[config.mk]
export PLATFORM = sky130hd
export DESIGN_NAME = rf_wb_arb
export DESIGN_NICKNAME = d
export VERILOG_FILES = /design/src/rtl/rf_pkg.sv /design/src/rtl/rr_arb2.sv /design/src/rtl/rf_wb_arb.sv
export SDC_FILE = /design/constraint.sdc
export NUM_CORES = 1
export LEC_CHECK = 0
export ABC_AREA = 1
export CAP_MARGIN = 0
export CORE_ASPECT_RATIO = 0.8
export CORE_MARGIN = 2
export CORE_UTILIZATION = 30
export DETAILED_ROUTE_END_ITERATION = 12
export PLACE_DENSITY_LB_ADDON = 0.1
export SETUP_SLACK_MARGIN = 0.05
export SYNTH_ARGS = -nofsm -noshare
export SYNTH_HDL_FRONTEND = slang
export SYNTH_SLANG_ARGS = --single-unit
[constraint.sdc]
create_clock -name clk -period 3.64 [get_ports clk]
set_input_delay 0.728 -clock clk [delete_from_list [all_inputs] [get_ports clk]]
set_output_delay 0.728 -clock clk [all_outputs]
set_load 0.05 [all_outputs]
[src/rtl/rf_pkg.sv]
// Shared register-file writeback constants and the arbitration priority type.
// Holds no logic; imported by the arbiter and the writeback top.
package rf_pkg;
   localparam int RF_AW       = 5;
   localparam int RF_DW       = 32;
   localparam int RF_NUM      = 2 ** RF_AW;
   localparam int RF_ZERO_IDX = 0;

   typedef enum logic {
      PRIO_REQ0 = 1'b0,
      PRIO_REQ1 = 1'b1
   } prio_t;
endpackage

[src/rtl/rr_arb2.sv]
// Two-way round-robin arbiter; grants are combinational from the valids and the prio register.
// A lone valid always wins; prio flips only after a contended cycle; no grants while in reset.
module rr_arb2
   import rf_pkg::*;
(
   input  logic clk,
   input  logic reset,
   input  logic valid0,
   input  logic valid1,
   output logic grant0,
   output logic grant1
);

   prio_t prio;

   always_ff @(posedge clk or posedge reset) begin
      if (reset) begin
         prio <= PRIO_REQ0;
      end else if (valid0 && valid1) begin
         prio <= (prio == PRIO_REQ0) ? PRIO_REQ1 : PRIO_REQ0;
      end
   end

   always_comb begin
      grant0 = 1'b0;
      grant1 = 1'b0;
      if (!reset) begin
         if (valid0 && (!valid1 || prio == PRIO_REQ0)) begin
            grant0 = 1'b1;
         end else if (valid1) begin
            grant1 = 1'b1;
         end
      end
   end

endmodule

[src/rtl/rf_wb_arb.sv]
// Writeback arbiter for ALU/load results: registered regfile write port one cycle after transfer,
// pending-register scoreboard and bypass compare; unaccepted requesters simply hold (no buffering).
module rf_wb_arb
   import rf_pkg::*;
#(
   parameter int RF_AW = rf_pkg::RF_AW,
   parameter int RF_DW = rf_pkg::RF_DW
) (
   input  logic                    clk,
   input  logic                    reset,
   input  logic                    req0_valid,
   output logic                    req0_ready,
   input  logic [RF_AW-1:0]        req0_addr,
   input  logic [RF_DW-1:0]        req0_data,
   input  logic                    req1_valid,
   output logic                    req1_ready,
   input  logic [RF_AW-1:0]        req1_addr,
   input  logic [RF_DW-1:0]        req1_data,
   input  logic                    issue_valid,
   input  logic [RF_AW-1:0]        issue_addr,
   output logic [(2**RF_AW)-1:0]   busy,
   output logic                    rf_we,
   output logic [RF_AW-1:0]        rf_waddr,
   output logic [RF_DW-1:0]        rf_wdata,
   input  logic [RF_AW-1:0]        raddr1,
   input  logic [RF_AW-1:0]        raddr2,
   output logic                    fwd1_hit,
   output logic                    fwd2_hit,
   output logic [RF_DW-1:0]        fwd_data
);

   localparam int               RF_NUM   = 2 ** RF_AW;
   localparam logic [RF_AW-1:0] ZERO_REG = RF_AW'(RF_ZERO_IDX);

   logic              gnt0;
   logic              gnt1;
   logic              xfer;
   logic [RF_AW-1:0]  sel_addr;
   logic [RF_DW-1:0]  sel_data;
   logic [RF_NUM-1:0] busy_q;
   logic [RF_NUM-1:0] busy_d;

   rr_arb2 u_arb (
      .clk    (clk),
      .reset  (reset),
      .valid0 (req0_valid),
      .valid1 (req1_valid),
      .grant0 (gnt0),
      .grant1 (gnt1)
   );

   assign req0_ready = gnt0;
   assign req1_ready = gnt1;

   // A grant is only ever raised for a valid requester, so a grant is a transfer.
   always_comb begin
      xfer     = gnt0 || gnt1;
      sel_addr = gnt1 ? req1_addr : req0_addr;
      sel_data = gnt1 ? req1_data : req0_data;
   end

   // r0 writes still complete the handshake and latch addr/data, but never raise rf_we.
   always_ff @(posedge clk or posedge reset) begin
      if (reset) begin
         rf_we    <= 1'b0;
         rf_waddr <= '0;
         rf_wdata <= '0;
      end else begin
         rf_we <= xfer && (sel_addr != ZERO_REG);
         if (xfer) begin
            rf_waddr <= sel_addr;
            rf_wdata <= sel_data;
         end
      end
   end

   // Set is applied after clear so a same-cycle issue to the retiring register keeps it pending.
   always_comb begin
      busy_d = busy_q;
      if (xfer) begin
         busy_d[sel_addr] = 1'b0;
      end
      if (issue_valid && (issue_addr != ZERO_REG)) begin
         busy_d[issue_addr] = 1'b1;
      end
      busy_d[ZERO_REG] = 1'b0;
   end

   always_ff @(posedge clk or posedge reset) begin
      if (reset) begin
         busy_q <= '0;
      end else begin
         busy_q <= busy_d;
      end
   end

   assign busy     = busy_q;
   assign fwd1_hit = rf_we && (rf_waddr == raddr1) && (raddr1 != ZERO_REG);
   assign fwd2_hit = rf_we && (rf_waddr == raddr2) && (raddr2 != ZERO_REG);
   assign fwd_data = rf_wdata;

endmodule

### Yosys cells after proc, flatten, opt, wreduce, memory -nomap -nowiden

Index checks and enable logic that the tools add are counted.

| word-level totals | value |
|---|---|
| bits in registers | 70 |
| input port bits | 94 |
| output and inout bits | 106 |
| word-level logic and storage cells | 46 |

| cells by class | value |
|---|---|
| $lt $le $gt $ge | 4 |
| eq/ne operators | 2 |
| mux-type cells | 14 |
| bitwise logic cells | 4 |
| reduce and logical (&&, ||, !) cells | 17 |

Operator list:

| kind | number |
|---|---|
| 32-bit 2-to-1 mux | 3 |
| 32-bit bitwise AND | 1 |
| 32-bit NOT | 1 |
| 32-bit OR | 1 |
| 5-bit nonzero test | 4 |
| 5-bit by 6-bit less-than comparator with 1-bit output, second input constant | 2 |
| 1-bit demux with 5-bit select | 2 |
| 5-bit equality test | 2 |
| 5-bit by 1-bit greater-or-equal comparator with 1-bit output, second input constant | 2 |
| 1-bit logical AND | 10 |
| 1-bit 2-to-1 mux | 8 |
| 5-bit 2-to-1 mux | 1 |
| 1-bit logical OR | 2 |
| 1-bit zero test | 1 |
| 1-bit NOT | 1 |

### Depth between registers and ports, before layout

Gate-level depths: netlist (run 1).

| depth | value |
|---|---|
| depth after elaboration | 15 |
| gate-level depth with buffers | 11 |
| depth with buffers taken out | 10 |

### Cells and area by module

A second synthesis (run 1) with hierarchy kept.

| second synthesis, totals | value |
|---|---|
| cell total of the unflattened synthesis | 516 |
| area total of the unflattened synthesis | 3866.2 um^2 |

By module, submodules not included:

| module | instances | cells each | area an instance (um^2) | sequential area each (um^2) |
|---|---|---|---|---|
| rf_wb_arb | 1 | 504 | 3791.1 | 1726.7 |
| rr_arb2 | 1 | 12 | 75.1 | 25.0 |

### Worst setup path before layout (run 1)

Ideal clock, no wire load.

| path | value |
|---|---|
| path kind | input -> output |
| start | input reset |
| end | output req0_ready |
| arrival | 3014 ps |
| data required time | 2912 ps |
| setup slack | -102 ps |
| stages | 3 |
| buffers on the path | 0 |
| path through | inv_1 -> nand3_1 -> inv_1 |

| between the ends | value |
|---|---|
| word-level cells in the longest chain between the ends | 1 |

RTL lines:

| element | RTL line | text |
|---|---|---|
| from (decl) | rf_wb_arb.sv:10 | `input logic reset,` |
| 1-bit 2-to-1 mux | rr_arb2.sv:27 | `if (!reset) begin` |
| to (decl) | rf_wb_arb.sv:12 | `output logic req0_ready,` |

No other way between the ends.

### Final worst setup path (run 1)

| path | value |
|---|---|
| start | input raddr1[1] |
| end | output fwd1_hit |

| between the ends | value |
|---|---|
| word-level cells in the longest chain between the ends | 3 |
| elaborated cells between the ends (all ways) | 4 |

RTL lines:

| element | RTL line | text |
|---|---|---|
| from (decl) | rf_wb_arb.sv:25 | `input logic [RF_AW-1:0] raddr1,` |
| 5-bit equality test | rf_wb_arb.sv:98 | `assign fwd1_hit = rf_we && (rf_waddr == raddr1) && (raddr1 != ZERO_REG);` |
| 1-bit logical AND | rf_wb_arb.sv:98 |  |
| 1-bit logical AND * | rf_wb_arb.sv:98 |  |
| to (decl) | rf_wb_arb.sv:27 | `output logic fwd1_hit,` |

Every way passes the cells marked *; elsewhere a longest branch is shown, timed or not.

==> results.ini, run 1 <==
[cells_and_area]
antennaDiodeCount = 0
area_growth_pct = 57.9
fin_util_pct = 48.9
final_layout_size_suffix_gt1_share_pct = 6.94
final_nets = 753

[grt]
grt_pass1_wl_um = 18900
antenna_found_initial = 0
grt_usage_pct = 17.8
grt_pass1_vias = 3634
grt_max_degree = 71
overflow = 0

[synth]
synth_cells = 493
ys_seq_area_share_pct = 46.2
synthTopCellsByArea = dfrtp_1 46%, nand2_1 21%, buf_4 6.5%
synth.distinct_cells = 28
yosys.area.top_type = dfrtp_1
ys_ff_latch = 70
syn_area_mm2 = 0.00379
yosysWarnings = 0
synth_top_area_share_pct = 46.2
avgSynthCellArea_um2 = 7.70
syn_nets = 587

[floorplanning]
die_area_mm2 = 0.0136
fp-row-count = 36
die_width_um = 130
fp.dieH_um = 105
io_pins = 200
core_mm2 = 0.0123
initial_core_util_pct = 31.0

[timing]
finalMaxSlewViolations = 0
hold_viol = 0
finalClockSkew_ps = 8.99
fmax_mhz = 310
tightest_slew_ps = 917
setup_viol = 0
finalCritPeriodShare_pct = 88.6
finalCriticalPeriod_ps = 3230
relSlewSlack_pct = 38.9
finalSetupTns_ps = 0
rsz0062_at_grt = false

[clock_tree]
clkTransAtPathRegs_ps = 60
post_cts_buffers = 0
ctsResizeCount = 0
cts-htree-levels = 3
cts.path.max_buffers = 2
cts-root-buf = clkbuf_16
clkLatencyLatePin_ps = 330
cts_buffers = 9
hold_buffers = 0
cts_tree = built
clock_sinks = 70

[power]
pwr_density_cell_mw_per_mm2 = 773
p_leak_nw = 2.60
vdd_drop_max_v = 0.000379

[status]
status = finished, final reports clean

[detailed_routing]
detail-route-antenna-nets = 0
met1_length_um = 5410
wl_met3_um = 896
highest_layer = met4
drtIter0Drc = 257
drtPass1Iterations = 5
vias = 3759
drc_errors = 0
drt_wl_total_um = 12100
wl_met2_um = 5630
vias_per_cell = 4.51
wl_per_cell_um = 14.5

[critical_path]
cp.required_ps = 2910
crit_fanout = 2
crit_type = primary input to primary output
arrival_ps = 2500
endpoint_kind = primary output
critPathLaunchType = primary input

[placement]
portBuffers = 198
gp_congestion = 0.790
dpl.hpwl_um = 8900

[job]
drv_cap = 0

[min_path]
hp-class = flop to flop

-- critical path: stages --
cell and delay [ps]:
clkdlybuf4s50_1 500, xnor2_1 140, nand4_1 100, nor3_1 190, clkdlybuf4s50_1 830
-- cells by family after synthesis --
logic type / share of synthesized area [%]
xor gates and xnor gates: 1.39
buffers and inverters: 11.1
and+or+nand+nor: 34.2
AOI/OAI and AO/OA: 7.06
DFF: 46.2
other: 0.0988
-- synthesized netlist by cell type --
cell	instances
a21oi_1	3
a31oi_1	32
and2_4	1
buf_2	12
buf_4	33
buf_6	2
conb_1	1
dfrtp_1	70
inv_1	22
inv_2	2
nand2_1	217
nand2_2	3
nand2_4	4
nand2_8	1
nand3_1	7
nand3_2	1
nand3b_1	1
nand4_1	3
nor2_1	37
nor2_2	8
nor2_4	4
nor2_8	1
nor3_1	13
o21ai_0	7
o21ai_2	1
o221ai_1	1
xnor2_1	5
xor2_1	1
-- layout make-up --
| cell class | instances | area, um2 |
|---|---|---|
| Fill cell | 1204 | 6260 |
| Timing Repair Buffer | 202 | 2020 |
| Sequential cell | 70 | 1750 |
| Multi-Input combinational cell | 352 | 1620 |
| Clock buffer | 12 | 246 |
| Tap cell | 171 | 214 |
| Inverter | 24 | 93.8 |
| Clock inverter | 3 | 45.0 |
-- path summary, 6_finish.rpt --
path                                  from           end  slack [ps]  depth (start not counted)
worst min register to register    busy[31]      busy[31]         470                          2
max in group asynchronous            reset  fwd_data[29]        1820                          3
worst max register to register  u_arb.prio      busy[17]        1670                         11
min in group asynchronous            reset    u_arb.prio        1210                          3
worst min-delay path              busy[31]      busy[31]         470                          2
worst max-delay path             raddr1[1]      fwd1_hit         410                          5
-- layer usage --
metal  up-vias  global-route usage, %
met1      1739                   23.9
li1       1868                      -
met2       138                   28.1
met3        14                   4.25
met4         0                   5.68
met5         -                      0
-- state kept, by name (all words and copies together), names as in the netlist --
register    flops
fwd_data       32
busy           31
rf_waddr        5
rf_we           1
u_arb.prio      1
-- cell usage in the layout (no fill, tap or decap), types with 2 or more instances in the layout --
cell / Yosys / final
nand2_2: 3 / 3
o21ai_0: 7 / 7
nor3_1: 13 / 13
clkbuf_16: 0 / 9
nand2_4: 4 / 4
nor2_1: 37 / 37
nor2_2: 8 / 8
nand4_1: 3 / 3
clkinvlp_4: 0 / 3
clkbuf_1: 0 / 2
nand2_1: 217 / 217
clkdlybuf4s50_1: 0 / 196
dfrtp_1: 70 / 70
a31oi_1: 32 / 32
nor2_4: 4 / 4
inv_1: 22 / 21
nand3_1: 7 / 7
xnor2_1: 5 / 5
a21oi_1: 3 / 3
inv_2: 2 / 2
buf_4: 33 / 5
-- per-stage QoR --
stage / cells / power (W) / hold WS [ps] / area [um2] / setup slack, ps
floorplan: 493 / 0.00299 / 464 / 3800 / 474
global placement: 819 / 0.00377 / 463 / 5700 / 435
detailed placement: 819 / 0.00379 / 459 / 5700 / 407
CTS: 834 / 0.00468 / 475 / 5990 / 403
global route: 834 / 0.00486 / 495 / 5990 / 318
finish: 834 / 0.00463 / 469 / 5990 / 415
-- where the power goes --
group          internal (W)  switching [W]  leakage [nW]
Clock              0.000546       0.000323         0.135
Combinational      0.000827        0.00171          1.65
Sequential          0.00102       0.000203         0.809
Total               0.00239        0.00224          2.60
Note: power is estimated with default switching activity, not from simulation.
==> run 2: changes to the inputs <==
Settings changed: PLACE_DENSITY set to 0.65, PLACE_DENSITY_LB_ADDON 0.1 to not set.
==> run 2 against run 1 <==
  * Sequential power is essentially flat
  * Largest power group unchanged
  * Critical path type unchanged
  * Highest routed layer unchanged
  * Clock skew down 4.6 ps
  * Clock power is 12% higher
==> results.ini, run 2 (synthesized netlist as in run 1, its figures left out) <==
[timing]
tightest_slew_ps = 929  ; was 917 ps
fmax_mhz = 307  ; was 310 MHz
finalCriticalPeriod_ps = 3260  ; was 3230 ps
rsz0062_at_grt = false  ; unchanged
relSlewSlack_pct = 38.1  ; was 38.9%
setup_viol = 0  ; unchanged
finalCritPeriodShare_pct = 89.5  ; was 88.6%
finalClockSkew_ps = 4.42  ; was 8.99 ps
finalSetupTns_ps = 0  ; unchanged
finalMaxSlewViolations = 0  ; unchanged
hold_viol = 0  ; unchanged

[clock_tree]
clock_sinks = 70  ; unchanged
cts.path.max_buffers = 2  ; unchanged
cts-root-buf = clkbuf_16  ; unchanged
clkTransAtPathRegs_ps = 60  ; about the same
clkLatencyLatePin_ps = 320  ; was 330 ps
cts-htree-levels = 3  ; unchanged
hold_buffers = 0  ; unchanged
post_cts_buffers = 0  ; unchanged
cts_tree = built  ; unchanged
ctsResizeCount = 0  ; unchanged
cts_buffers = 9  ; unchanged

[cells_and_area]
antennaDiodeCount = 0  ; unchanged
largest_register_ffs = 32  ; unchanged
final_cell_mix = 217 x nand2_1, 196 x clkdlybuf4s50_1, 70 x dfrtp_1  ; unchanged
final_common_cell = nand2_1  ; unchanged
fin_cells = 835  ; was 834
final_layout_size_suffix_gt1_share_pct = 7.23  ; was 6.94%
area_growth_pct = 59.4  ; was 57.9%
fin_util_pct = 49.4  ; was 48.9%
final_nets = 753  ; unchanged

[floorplanning]
fp.dieH_um = 105  ; unchanged
io_pins = 200  ; unchanged
core_mm2 = 0.0123  ; unchanged
die_width_um = 130  ; unchanged
fp-row-count = 36  ; unchanged
die_area_mm2 = 0.0136  ; unchanged
initial_core_util_pct = 31.0  ; unchanged

[power]
pwr-share-seq_pct = 25.6  ; was 26.4%
p_comb_share_pct = 53.9  ; was 54.8%
pwr_density_cell_mw_per_mm2 = 788  ; was 773 mW/mm2
p_sw_share_pct = 47.4  ; was 48.3%
vdd_drop_max_v = 0.000412  ; was 0.000379 V
p_leak_nw = 2.63  ; was 2.60 nW
p_clk_share_pct = 20.4  ; was 18.7%
p_sw_w = 0.00226  ; was 0.00224 W
internal_power_w = 0.00251  ; was 0.00239 W

[detailed_routing]
drtPass1Iterations = 4  ; was 5
vias = 3794  ; was 3759
drtIter0Drc = 198  ; was 257
wl_per_cell_um = 15.2  ; was 14.5 um
drc_errors = 0  ; unchanged
vias_per_cell = 4.54  ; was 4.51
detail-route-antenna-nets = 0  ; unchanged
drt_wl_total_um = 12700  ; was 12100 um

[min_path]
whs_path_depth = 2  ; unchanged
hp-class = flop to flop  ; unchanged
min_from = busy[26]  ; was busy[31]
whs_endpoint = busy[26]  ; was busy[31]

[critical_path]
endpoint_kind = primary output  ; unchanged
crit_fanout = 2  ; unchanged
path_cells = clkdlybuf4s50_1, xnor2_1, nand4_1, nor3_1, clkdlybuf4s50_1  ; unchanged
cp_slowest_cell = clkdlybuf4s50_1  ; unchanged
cp.required_ps = 2910  ; about the same
critPathTopFamily = buffers and inverters  ; unchanged
crit_top_cell = clkdlybuf4s50_1  ; unchanged
worst-path-stages = 5  ; unchanged
critPathLaunchType = primary input  ; unchanged
r2r_setup_slack_ps = 1810  ; was 1670 ps
critPathMaxStageDelay_ps = 830  ; about the same
r2r-start = u_arb.prio  ; unchanged
crit_type = primary input to primary output  ; unchanged
r2r_cells = 9  ; was 11
crit_buf_inv = 2  ; unchanged
arrival_ps = 2530  ; was 2500 ps
startpoint = raddr1[1]  ; unchanged
rr_endpoint = busy[19]  ; was busy[17]

[placement]
gp_congestion = 0.837  ; was 0.790
dp.cells = 819  ; unchanged
portBuffers = 198  ; unchanged
dpl.hpwl_um = 9430  ; was 8900 um

[job]
drv_cap = 0  ; unchanged

[grt]
grt_max_degree = 71  ; unchanged
overflow = 0  ; unchanged
grt_pass1_wl_um = 20300  ; was 18900 um
antenna_found_initial = 0  ; unchanged
grt_pass1_vias = 3852  ; was 3634
grt_usage_pct = 18.9  ; was 17.8%

[status]
status = finished, final reports clean  ; unchanged

[run 2: cell types whose count changed in the layout (fill, tap and decap cells not counted)]
cell        delta
clkbuf_1       -1
buf_4          -1
clkinvlp_4     -2
clkbuf_8       +2
clkinv_2       +1
bufinv_16      +1
buf_12         +1
[run 2: final cells by class]
class | instances | area (um2)
repair buffers | 202 | 2030
clock inverters | 3 | 65.1
clock buffers | 13 | 270
inverters | 24 | 93.8
flip-flops and latches | 70 | 1750
multi-input cells | 352 | 1620
fillers | 1173 | 6200
well taps | 171 | 214
[run 2: worst max path at each step]
stage / end
2_1_floorplan: req0_ready
3_3_place_gp: fwd1_hit
3_5_place_dp: fwd1_hit
4_1_cts: fwd1_hit
5_1_grt: fwd1_hit
6_report: fwd1_hit
[run 2: metal layers]
layer	vias to the layer above	GRT usage, %	wire length [um]	part of all wire (%)
li1	1864	-	-	-
met4	0	3.61	68	0.54
met2	147	31.6	6060	48
met5	-	0	0	0
met1	1776	23.9	5410	43
met3	7	6.25	1140	9.0
[run 2: metrics by stage]
step | setup WS (ps) | hold slack, ps | cell area (um2) | total power (W)
floorplan | 474 | 464 | 3800 | 0.00299
global placement | 452 | 467 | 5710 | 0.00379
detailed placement | 378 | 462 | 5710 | 0.00382
CTS | 379 | 477 | 6050 | 0.00481
global route | 307 | 497 | 6050 | 0.00499
finish | 382 | 474 | 6050 | 0.00477
[run 2: power by group through the flow]
stage	Combinational (W)	Clock, W	Sequential [W]
6_report	0.00257	0.000975	0.00122
5_1_grt	0.00270	0.00103	0.00126
4_1_cts	0.00259	0.000996	0.00123
3_5_place_dp	0.00258	0	0.00123
3_3_place_gp	0.00256	0	0.00123
2_1_floorplan	0.000968	0	0.00203
[run 2: worst min-delay path: cells and delay by family (launching register included)]
family	cells	cell delay [ps]
simple gates	2	100
flops	1	340
